### src/rtl/prefetch_pkg.sv
// Shared types and helpers for the instruction prefetch queue.
package prefetch_pkg;

    typedef struct packed {
        logic [31:0] instr;
        logic [31:0] pc;
    } fetch_entry_t;

    localparam int WORD_BYTES = 4;

    function automatic logic [31:0] pc_inc(input logic [31:0] pc);
        return pc + 32'(WORD_BYTES);
    endfunction

endpackage

### src/rtl/pq_fifo.sv
// Small synchronous FIFO with push/pop/clear, occupancy count and head output.
module pq_fifo #(
    parameter int  DEPTH = 4,
    parameter type T     = logic [31:0]
) (
    input  logic                         clk,
    input  logic                         reset,
    input  logic                         clear,
    input  logic                         push,
    input  T                             push_data,
    input  logic                         pop,
    output T                             head,
    output logic [$clog2(DEPTH+1)-1:0]   count
);

    localparam int AW = $clog2(DEPTH);
    localparam int CW = $clog2(DEPTH+1);

    T               mem [DEPTH];
    logic [AW-1:0]  rd_ptr;
    logic [AW-1:0]  wr_ptr;
    logic           do_push;
    logic           do_pop;

    assign do_pop  = pop && (count != '0);
    assign do_push = push && ((count != CW'(DEPTH)) || do_pop);
    assign head    = mem[rd_ptr];

    always_ff @(posedge clk or posedge reset) begin
        if (reset) begin
            rd_ptr <= '0;
            wr_ptr <= '0;
            count  <= '0;
        end else if (clear) begin
            rd_ptr <= '0;
            wr_ptr <= '0;
            count  <= '0;
        end else begin
            if (do_push) wr_ptr <= wr_ptr + AW'(1);
            if (do_pop)  rd_ptr <= rd_ptr + AW'(1);
            count <= count + CW'(do_push) - CW'(do_pop);
        end
    end

    // Storage is data only; validity is tracked entirely by the pointers.
    always_ff @(posedge clk) begin
        if (do_push && !clear) mem[wr_ptr] <= push_data;
    end

endmodule

### src/rtl/instr_prefetch_queue.sv
// Instruction-fetch front end: credit-limited sequential fetch, in-order buffering, redirect flush.
// Optional PREFETCH_BYPASS_EN forwards a response straight to decode when the queue is empty.
module instr_prefetch_queue
    import prefetch_pkg::*;
#(
    parameter int          DEPTH    = 4,
    parameter logic [31:0] RESET_PC = 32'h0000_0000
) (
    input  logic        clk,
    input  logic        reset,
    input  logic        redirect_valid,
    input  logic [31:0] redirect_pc,
    input  logic        stall,
    output logic        imem_req,
    output logic [31:0] imem_addr,
    input  logic        imem_ready,
    input  logic        imem_rvalid,
    input  logic [31:0] imem_rdata,
    output logic        instr_valid,
    output logic [31:0] instr,
    output logic [31:0] instr_pc,
    output logic [31:0] instr_pc_plus4
);

    localparam int CW = $clog2(DEPTH+1);
    localparam int SW = CW + 1;

    logic [31:0]   fetch_pc;
    logic [CW-1:0] outstanding;
    logic [CW-1:0] drop_cnt;
    logic [CW-1:0] q_count;
    logic [CW-1:0] tag_count;
    logic [SW-1:0] credits_used;
    fetch_entry_t  q_head;
    fetch_entry_t  q_push_data;
    logic [31:0]   tag_head;
    logic          accept;
    logic          resp;
    logic          resp_keep;
    logic          bypass_hit;
    logic          bypass_take;
    logic          q_push;
    logic          q_pop;
    logic          unused_ok;

    assign unused_ok = ^{redirect_pc[1:0], tag_count};

    assign credits_used = {1'b0, q_count} + {1'b0, outstanding};
    assign imem_req     = !reset && !redirect_valid && (credits_used < SW'(DEPTH));
    assign imem_addr    = fetch_pc;
    assign accept       = imem_req && imem_ready;

    // A response with nothing outstanding is spurious and has no tag to pair with.
    assign resp      = imem_rvalid && (outstanding != '0);
    assign resp_keep = resp && !redirect_valid && (drop_cnt == '0);

`ifdef PREFETCH_BYPASS_EN
    assign bypass_hit = resp_keep && (q_count == '0);
`else
    assign bypass_hit = 1'b0;
`endif
    assign bypass_take = bypass_hit && !stall;

    assign q_push      = resp_keep && !bypass_take;
    assign q_pop       = (q_count != '0) && !stall && !redirect_valid;
    assign q_push_data = '{instr: imem_rdata, pc: tag_head};

    pq_fifo #(.DEPTH(DEPTH), .T(fetch_entry_t)) u_entry_q (
        .clk       (clk),
        .reset     (reset),
        .clear     (redirect_valid),
        .push      (q_push),
        .push_data (q_push_data),
        .pop       (q_pop),
        .head      (q_head),
        .count     (q_count)
    );

    // Request addresses in issue order; popped only by responses that are kept.
    pq_fifo #(.DEPTH(DEPTH), .T(logic [31:0])) u_tag_q (
        .clk       (clk),
        .reset     (reset),
        .clear     (redirect_valid),
        .push      (accept),
        .push_data (fetch_pc),
        .pop       (resp_keep),
        .head      (tag_head),
        .count     (tag_count)
    );

    always_ff @(posedge clk or posedge reset) begin
        if (reset) begin
            fetch_pc    <= RESET_PC;
            outstanding <= '0;
            drop_cnt    <= '0;
        end else if (redirect_valid) begin
            // Everything still in flight after this cycle's response belongs to the old stream.
            fetch_pc    <= {redirect_pc[31:2], 2'b00};
            outstanding <= outstanding - CW'(resp);
            drop_cnt    <= outstanding - CW'(resp);
        end else begin
            if (accept) fetch_pc <= pc_inc(fetch_pc);
            outstanding <= outstanding + CW'(accept) - CW'(resp);
            if (resp && (drop_cnt != '0)) drop_cnt <= drop_cnt - CW'(1);
        end
    end

    always_comb begin
        instr_valid = 1'b0;
        instr       = '0;
        instr_pc    = '0;
        if (q_count != '0) begin
            instr_valid = 1'b1;
            instr       = q_head.instr;
            instr_pc    = q_head.pc;
        end else if (bypass_hit) begin
            instr_valid = 1'b1;
            instr       = imem_rdata;
            instr_pc    = tag_head;
        end
    end

    assign instr_pc_plus4 = pc_inc(instr_pc);

    a_no_overflow: assert property (@(posedge clk) disable iff (reset)
        !(q_push && (q_count == CW'(DEPTH))));
    a_credit_bound: assert property (@(posedge clk) disable iff (reset)
        credits_used <= SW'(DEPTH));

endmodule
### config.mk
export PLATFORM = sky130hd
export DESIGN_NAME = instr_prefetch_queue
export DESIGN_NICKNAME = d
export VERILOG_FILES = /design/src/rtl/prefetch_pkg.sv /design/src/rtl/pq_fifo.sv /design/src/rtl/instr_prefetch_queue.sv
export SDC_FILE = /design/constraint.sdc
export NUM_CORES = 1
export LEC_CHECK = 0
export ABC_AREA = 1
export CAP_MARGIN = 15
export CORE_UTILIZATION = 50
export DETAILED_ROUTE_END_ITERATION = 16
export PLACE_DENSITY_LB_ADDON = 0.2
export SLEW_MARGIN = 20
export SYNTH_ARGS = -nofsm -noshare
export SYNTH_HDL_FRONTEND = slang
export SYNTH_SLANG_ARGS = --single-unit
### constraint.sdc
create_clock -name clk -period 10.7 [get_ports clk]
set_clock_uncertainty 0.05 [all_clocks]
set_input_delay 1.07 -clock clk [delete_from_list [all_inputs] [get_ports clk]]
set_output_delay 1.07 -clock clk [all_outputs]
set_load 0.03 [all_outputs]
; Yosys cells after proc, flatten, opt, wreduce, memory -nomap -nowiden
; Memory sizes are Yosys's and may differ from the RTL's.
; Cells that the tools add are included.
[op_classes]
n_addsub = 15
magnitude_cmp = 1
n_eq_ne = 2
n_mux = 22
reduce_logical = 31
[op_table]
columns = operator, count
row1 = two-way mux 32 bit, 4
row2 = adder 32 x 3 -> 32 bit (second input constant), 2
row3 = two-way mux 2 bit, 8
row4 = logical AND 1 bit, 15
row5 = two-way mux 3 bit, 5
row6 = nonzero test 2 bit, 6
row7 = nonzero test 3 bit, 4
row8 = subtractor 3 x 1 -> 3 bit, 4
row9 = adder 3 x 1 -> 3 bit, 3
row10 = adder 2 x 1 -> 2 bit (second input constant), 4
row11 = != test 3 bit (second input constant), 2
row12 = two-way mux 1 bit, 5
row13 = adder 3 x 3 -> 4 bit, 1
row14 = less-than comparator 4 x 3 -> 1 bit (second input constant), 1
row15 = logical NOT 1 bit, 3
row16 = logical NOT 3 bit, 1
row17 = subtractor 3 x 1 -> 3 bit (second input constant), 1
row18 = logical OR 1 bit, 2
[word_totals]
reg_bits = 52
mem_bits_rw = 384
input_bits = 70
out_inout_bits = 130
wordCells = 82
mem_count = 2
[memory_table]
columns = memory, depth, width, rd, rd_ports_with_merged_regs, write_ports, line
row1 = u_entry_q.mem, 4, 64, 1, 0, 1, pq_fifo.sv:19  ; T mem [DEPTH];
row2 = u_tag_q.mem, 4, 32, 1, 0, 1, pq_fifo.sv:19

; Logic depth before layout (Yosys ltp)
; Gate-level depths: netlist (run 1).
[logic_depth]
depth_word = 10
ltp_mapped = 15
depth_no_buf = 13

; By module
; Synthesis (run 1) repeated with hierarchy kept, for this count alone.
[hier_totals]
hier_cells = 1770
hier_area_um2 = 19601.3
[modules_own_cells]
columns = module, instances, cells_per_inst, area_per_inst_um2, seq_area_each_um2
row1 = pq_fifo at u_entry_q, 1, 683, 10129.7, 7862.5
row2 = pq_fifo at u_tag_q, 1, 375, 5228.8, 4018.9
row3 = instr_prefetch_queue, 1, 712, 4242.8, 900.9

; Worst setup path after synthesis (run 1)
; Ideal clock, no wire load.
[synth_timing]
kind = input to register
startpoint = in reset
endpoint = mem u_tag_q.mem[0][10] (netlist name) (enable)
setup_time_ns = 0.417
arrival_time_ns = 4.665
required_time_ns = 10.233
setup_slack_ns = 5.568
stages = 7
n_path_buf = 0
path_cell_list = inv_1 -> nand2_1 -> nor3_2 -> nand2_1 -> inv_2 -> nand2_1 -> nor2_1
[synth_via]
elab_chain_len = 8
[synth_rtl]
columns = element, line
row1 = start: declaration, instr_prefetch_queue.sv:10  ; input logic reset,
row2 = logical NOT 1 bit (no line), --
row3 = logical AND 1 bit (2 in series), instr_prefetch_queue.sv:49  ; assign imem_req = !reset && !redirect_valid && (credits_used < SW'(DEPTH));
row4 = via imem_req, instr_prefetch_queue.sv:14  ; output logic imem_req,
row5 = logical AND 1 bit, instr_prefetch_queue.sv:51  ; assign accept = imem_req && imem_ready;
row6 = logical AND 1 bit, pq_fifo.sv:26  ; assign do_push = push && ((count != CW'(DEPTH)) || do_pop);
row7 = logical AND 1 bit, pq_fifo.sv:47  ; if (do_push && !clear) mem[wr_ptr] <= push_data;
row8 = two-way mux 1 bit, pq_fifo.sv:47
row9 = two-way mux 1 bit (implied by the code), pq_fifo.sv:47
row10 = end: declaration, pq_fifo.sv:19
; The timed path passes the listed nets, and every way through them passes these cells.

; Worst setup path after layout (run 1)
[layout_timing]
startpoint = reg u_entry_q.rd_ptr[1]
endpoint = out instr_pc_plus4[16]
[layout_via]
elab_chain_len = 3
[layout_rtl]
columns = element, line
row1 = start: declaration, pq_fifo.sv:20  ; logic [AW-1:0] rd_ptr;
row2 = start signal: assignment, pq_fifo.sv:40  ; if (do_pop) rd_ptr <= rd_ptr + AW'(1);
row3 = memory read (4 x 64 bit), --
row4 = two-way mux 32 bit, instr_prefetch_queue.sv:112  ; if (q_count != '0) begin
row5 = adder 32 x 3 -> 32 bit, prefetch_pkg.sv:12  ; return pc + 32'(WORD_BYTES);
row6 = end: declaration, instr_prefetch_queue.sv:22  ; output logic [31:0] instr_pc_plus4
; No other way between the ends.

==> key figures, run 1 <==
Status
  – Outcome: complete, no violations

Drt
  – Residual DRC count: 0
  – DR vias: 13200
  – DRT iter0 DRCs: 969
  – Via-to-Cell Ratio: around 5.3
  – WL per Instance: 17.3 um
  – Antenna-violating nets left: 0
  – Post-Route WL: 42800 um
  – Pre-Repair DR Iteration Count: 6

Yosys
  – Largest area contributor in the netlist: edfxtp_1
  – Synth Area in Compound Gates: 6.84%
  – XOR/XNOR Fraction of Synth Area: 1.86%
  – Ys async rst share: 12.0%
  – Seq/Total Area, Yosys: 65.4%
  – Count leader, synth: nand2_1
  – Area contributors post-synth: edfxtp_1 59%, nand2_1 7.8%, dfrtp_1 6.7%
  – Multiplexer share of the synthesized area: 0%
  – Post-Synth Simple-Gate Area: 19.1%
  – Synth warn: 0
  – Post-Synthesis Cells: 1804
  – Syn Area/Cell: around 10 um^2
  – Post-Synth Adder-Cell Area: 1.72%
  – Post-synthesis register bit count: 418
  – Mapped Area: 18800 um^2
  – Top-area cell type share of the netlist area: around 60%
  – Post-synth EDFFs: 368
  – Main combinational cell family by area after synthesis: simple AND/OR/NAND/NOR gates
  – Synth cell count leaders: 393 x nand2_1, 368 x edfxtp_1, 297 x nor2_1
  – Main synth FF type: edfxtp_1
  – Synth cell types: 44

Floorplanning
  – Number of core rows: 70
  – Io pins: 200
  – Die area: 38400 um^2
  – Initial Util: 51.1%
  – Die width: 196 um
  – Core area: 36800 um^2
  – Die height: 196 um

Worst setup path
  – Critical path, cell by cell: clkinv_2, buf_4, nand3_1, nand3_1, inv_1, ha_1, nand3_2, nor2_2, nand2_1, xor2_1, clkdlybuf4s50_1
  – Capture point of the worst reg-to-reg path: u_tag_q.mem[1][17]
  – Kind of critical path: flop to output port
  – Critical Path Most Common Cell: nand3_1
  – Slowest-stage cell, CP: dfrtp_2
  – Worst Setup End Kind: output port
  – R2r startpoint: outstanding[2]
  – Critical path required time: about 9.6 ns
  – Worst setup SP type: flop
  – Reg2Reg Depth: 8
  – Crit path max fanout: 36
  – Reg-to-reg slack, setup: 7.12 ns
  – Critical path's largest stage delay: about 0.70 ns
  – Crit path arrival time: 4.71 ns

STA
  – Fin crit period: 5.83 ns
  – Peak Freq: 172 MHz
  – Slew Limit Headroom: 34.0%
  – Fin Setup TNS: 0 ns
  – Hold Vio Cnt, Final: 0
  – Final period util: 54.5%
  – Finish-stage setup viols: 0
  – Max-slew violations: 0
  – Tightest Pin Transition: 0.991 ns
  – RSZ-0062 raised after global routing: false

Hold path
  – Hold Path End: drop_cnt[1]
  – Hold crit path type: flop to flop
  – Hold path cells: 2
  – Worst hold start: drop_cnt[1]

Power and ir drop
  – Max IR drop VDD: 0.117 mV
  – Pwr dens: roughly 230 nW/um^2
  – Leak pwr: ~8.4 nW
  – Tot Pwr: 5.21 mW

Layout
  – Design area: 22500 um^2
  – Fin nets: 2070
  – # diodes: 0
  – Area growth from synthesis to layout: 19.5%
  – Layout fillers: 3000
  – Layout cells sized above 1: under 10%

Clocking
  – Clk Latency, worst-skew pair: 0.54 ns
  – Root Buffer: clkbuf_16
  – Clock tree buffer depth: 3
  – Post-CTS Setup Bufs: 0
  – Sink Count: 418
  – H-tree levels: 2
  – CTS tree: built
  – Num CTS Buffers: 42
  – Post-cts hold buffer count: 0
  – CTS resizes: 0
  – CTS clock-pin slew for the worst setup and hold paths: 0.06 ns

Placed design
  – Hpwl dp: 26000 um
  – Dpl cell area: between 20000 and 25000 um^2
  – # port buffers: 191
  – Gpl congestion: 0.879

GRT
  – Largest net degree at the start of global routing: 123
  – Global-route wire length before repair: 66200 um
  – Vias in the first global route: roughly 12000
  – Tot GR Track Use: 22.0%
  – Antenna violations before repair: 0
  – Grt total ovfl: 0

Flow run
  – Max Cap Viol: 0
[state kept, by name, summed over array words and instances, names as in the netlist]
signal            cells
u_tag_q.count         3
imem_addr            30
u_entry_q.mem       248
u_tag_q.wr_ptr        2
drop_cnt              3
u_entry_q.count       3
outstanding           3
u_tag_q.mem         120
u_entry_q.wr_ptr      2
u_tag_q.rd_ptr        2
u_entry_q.rd_ptr      2
[cells in the final DEF, fill, tap and decap left out, drive strengths merged, types with 2 or more instances in the layout]
master and n:
nand2 399, edfxtp 368, nor2 325, clkdlybuf4s50 191, o21ai 152, inv 127
nand3 109, clkbuf 56, dfrtp 50, a21oi 37, xor2 32, o22ai 30
ha 21, buf 18, clkinv 16, nand4 15, nor3 11, o211ai 9
xnor2 8, conb 6, bufinv 5, or2 3, a31oi 3, o311ai 3
fa 3, o22a 2
[metrics by stage]
step | cells | hold WS [ns] | utilization [%] | setup slack, ns
after floorplan | 1809 | 0.472 | - | 5.57
after global placement | 2400 | 0.507 | 57.2 | 5.47
after detailed placement | 2400 | 0.509 | 57.2 | 5.45
after CTS | 2475 | 0.527 | 61.1 | 4.87
after global routing | 2475 | 0.560 | 61.1 | 4.65
final | 2475 | 0.516 | 61.1 | 4.87
[routing by layer]
layer / part of all wire [%] / track usage (%) / wire, um
met1: 46 / 31.2 / 19600
met2: 47 / 36.3 / 20100
met3: 5.1 / 2.80 / 2200
met4: 1.8 / 5.64 / 790
met5: 0 / 0 / 0
[logic make-up (layout without fill, tap and decap cells)]
| logic type | after synthesis | count (layout) |
|---|---|---|
| other | 1 | 6 |
| AOI/OAI and AO/OA | 239 | 239 |
| xor gates and xnor gates | 40 | 40 |
| DFF | 418 | 418 |
| and+or+nand+nor | 867 | 867 |
| adders and majority gates | 24 | 24 |
| buffers and inverters | 215 | 413 |
[how the worst max path moves through the flow]
| stage | cells after the start | from | end | slack (ns) |
|---|---|---|---|---|
| 2_1_floorplan | 7 | reset | u_tag_q.mem[0][10] | 5.57 |
| 3_3_place_gp | 9 | redirect_valid | u_tag_q.mem[1][2] | 5.47 |
| 3_5_place_dp | 11 | u_entry_q.rd_ptr[1] | instr_pc_plus4[16] | 5.45 |
| 4_1_cts | 11 | u_entry_q.rd_ptr[1] | instr_pc_plus4[16] | 4.87 |
| 5_1_grt | 12 | u_entry_q.rd_ptr[1] | instr_pc_plus4[16] | 4.65 |
| 6_report | 11 | u_entry_q.rd_ptr[1] | instr_pc_plus4[16] | 4.87 |
[final cells by class]
cell class / instances / area [um^2] / area share [%]
clock buffers: 56 / 1190 / 5.32
clock inverters: 19 / 219 / 0.974
inverters: 129 / 490 / 2.18
multi-input cells: 1176 / 5630 / 25.0
flip-flops and latches: 418 / 12300 / 54.8
well taps: 468 / 586 / 2.61
repair buffers: 209 / 2050 / 9.11
[critical path: cells and delay by family (launching register included)]
family                   cells  cell delay, ns
flip-flops                   1            0.70
adder cells (fa/ha/maj)      1            0.29
buffers and inverters        4            2.04
XOR/XNOR                     1            0.15
AND/OR/NAND/NOR              5            0.96
[report_power, final]
part           switching, mW  leakage (nW)  internal (mW)
clock                  0.582         0.704          0.903
sequential             0.120          3.94           1.89
combinational           1.14          3.75          0.574
total                   1.84          8.39           3.37
Power figures use the tool's default switching activity.
==> run 2, diff against run 1 <==
==> constraint.sdc (replaced) <==
create_clock -name clk -period 4.9 [get_ports clk]
set_clock_uncertainty 0.05 [all_clocks]
set_input_delay 0.49 -clock clk [delete_from_list [all_inputs] [get_ports clk]]
set_output_delay 0.49 -clock clk [all_outputs]
set_load 0.03 [all_outputs]
==> run 2 against run 1 <==
Hold slack worse by 0.076 ns. Combinational power is 120% higher. Register-to-register slack worse by 5.4 ns. Flip-flop and latch count stayed put. Count of clock-buffer cells in the layout is 3 higher. Sequential power is 120% higher. Non-clock buffer count is 11 higher. Cell count is 0.65% higher. Clock power is 120% higher. First-iteration DRC count is 23% lower. Global-route usage is 0.50 points higher. Critical path type unchanged.
==> key figures, run 2 (synthesized netlist as in run 1, its figures left out) <==
Status
  – Outcome: complete, no violations

Hold path
  – Hold crit path type: input pin to asynchronous set/reset pin

STA
  – Final WS setup: 0.495 ns
  – Hold Vio Cnt, Final: 0
  – Max-slew violations: 0
  – RSZ-0062 raised after global routing: false
  – Finish-stage setup viols: 0
  – Peak Freq: 227 MHz
  – Fin Setup TNS: 0 ns
  – Tightest Pin Transition: 1.02 ns
  – Fin crit period: 4.40 ns
  – Slew Limit Headroom: 32.0%
  – Final period util: between 80% and 90%

Drt
  – Antenna-violating nets left: 0
  – DRT iter0 DRCs: between 700 and 800
  – Residual DRC count: 0
  – DR vias: 13300
  – Pre-Repair DR Iteration Count: 5
  – WL per Instance: 17.0 um
  – Post-Route WL: roughly 42000 um
  – Via-to-Cell Ratio: 5.33

Worst setup path
  – Crit path arrival time: roughly 3.9 ns
  – Kind of critical path: flop to output port
  – Worst setup SP type: flop
  – Critical path required time: 4.36 ns
  – Crit path max fanout: 49
  – Worst Setup End Kind: output port

Layout
  – Layout cells sized above 1: just under 8%
  – # diodes: 0
  – Fin nets: 2082
  – Most common cell after layout, fill and taps aside: nand2_1
  – Most frequent cells in the layout: 393 x nand2_1, 368 x edfxtp_1, 289 x nor2_1
  – Largest register FFs: around 250
  – Area growth from synthesis to layout: 20.7%
  – Largest Register: u_entry_q.mem

Clocking
  – H-tree levels: 2
  – Root Buffer: clkbuf_16
  – Clk Latency, worst-skew pair: 0.55 ns
  – CTS tree: built
  – Num CTS Buffers: 43
  – Clock tree buffer depth: 3
  – CTS resizes: 0
  – Sink Count: ~420
  – CTS clock-pin slew for the worst setup and hold paths: about 0.060 ns
  – Post-CTS Setup Bufs: 0
  – Post-cts hold buffer count: 0

GRT
  – Grt total ovfl: 0
  – Global-route wire length before repair: slightly below 70000 um
  – Tot GR Track Use: 22.5%
  – Vias in the first global route: between 10000 and 15000
  – Largest net degree at the start of global routing: 65
  – Antenna violations before repair: 0

Floorplanning
  – Die height: 196 um
  – Io pins: 200
  – Core area: 36800 um^2
  – Die area: approximately 38000 um^2
  – Initial Util: 51.1%
  – Number of core rows: 70
  – Die width: 196 um

Placed design
  – # port buffers: between 150 and 200
  – Pre-CTS setup slack: 1.06 ns
  – Hpwl dp: approximately 27000 um
  – Gpl congestion: between 0.8 and 0.9

Power and ir drop
  – Leak pwr: about 8.5 nW
  – Max IR drop VDD: 0.287 mV
  – Pwr dens: 505 nW/um^2

Flow run
  – Max Cap Viol: 0
-- run 2: changes by cell type in the layout (fill, tap and decap cells not counted), sizes merged --
cell      delta
inv          +1
clkinvlp     +3
clkbuf       +3
buf         +11
clkinv       -2
-- run 2: power by group --
group | switching [mW] | internal [mW] | total, mW
clock | 1.33 | 1.99 | 3.32
combinational | 2.48 | 1.28 | 3.76
sequential | 0.256 | 4.13 | 4.39
-- run 2: area by class of cell --
class | instances | area, um^2
Clock buffer | 59 | 1200
Clock inverter | 21 | 282
Fill cell | 2981 | 14100
Inverter | 129 | 489
Multi-Input combinational cell | 1176 | 5620
Sequential cell | 418 | 12300
Tap cell | 468 | 586
Timing Repair Buffer | 220 | 2220
-- run 2: routing by layer --
layer | vias up | share of wire, % | GRT usage, %
met5 | - | 0 | 0
met4 | 0 | 1.7 | 5.03
met3 | 62 | 5.0 | 2.49
met2 | 374 | 48 | 38.2
met1 | 6373 | 45 | 31.5
li1 | 6474 | - | -
-- run 2: worst max-delay path, stage by stage (launching register included) --
cell,delay [ns]
dfrtp_4,0.69
inv_6,0.33
buf_4,0.41
nand2_1,0.09
nand3_1,0.10
inv_1,0.06
nor2_2,0.26
nand2_1,0.12
nor2_1,0.13
nand2_1,0.07
nor2_1,0.18
nand3_1,0.09
nand2_1,0.07
clkdlybuf4s50_1,0.66
-- run 2: final timing paths --
| check | start | to | slack (ns) | depth (start not counted) |
|---|---|---|---|---|
| min reg2reg | drop_cnt[1] | drop_cnt[1] | 0.52 | 2 |
| min in group clk | redirect_pc[3] | imem_addr[3] | 0.45 | 3 |
| max | u_entry_q.rd_ptr[0] | instr_pc_plus4[31] | 0.50 | 13 |
| max reg2reg | outstanding[2] | u_tag_q.mem[1][28] | 1.74 | 10 |
| min | reset | imem_addr[22] | 0.44 | 3 |
| max in group asynchronous | reset | u_entry_q.rd_ptr[0] | 3.86 | 3 |
-- run 2: stage by stage --
stage               hold slack, ns  utilization (%)  cells  power, mW  instance area (um^2)
floorplan                    0.472                -   1809       6.84                 18800
global placement             0.493             57.7   2411       8.16                 21200
detailed placement           0.502             57.7   2411       8.23                 21200
CTS                          0.437             61.7   2491       11.6                 22700
global route                 0.455             61.7   2491       12.0                 22700
finish                       0.440             61.7   2491       11.5                 22700
==> run 3, diff against run 2 <==
--- a/config.mk
+++ b/config.mk
@@ -8,6 +8,7 @@
 export ABC_AREA = 1
 export CAP_MARGIN = 15
 export CORE_UTILIZATION = 50
+export CTS_CLUSTER_SIZE = 28
 export DETAILED_ROUTE_END_ITERATION = 16
 export PLACE_DENSITY_LB_ADDON = 0.2
 export SLEW_MARGIN = 20
==> results of run 3 <==
The final DEF is identical to that of run 2; final timing and power are the same.
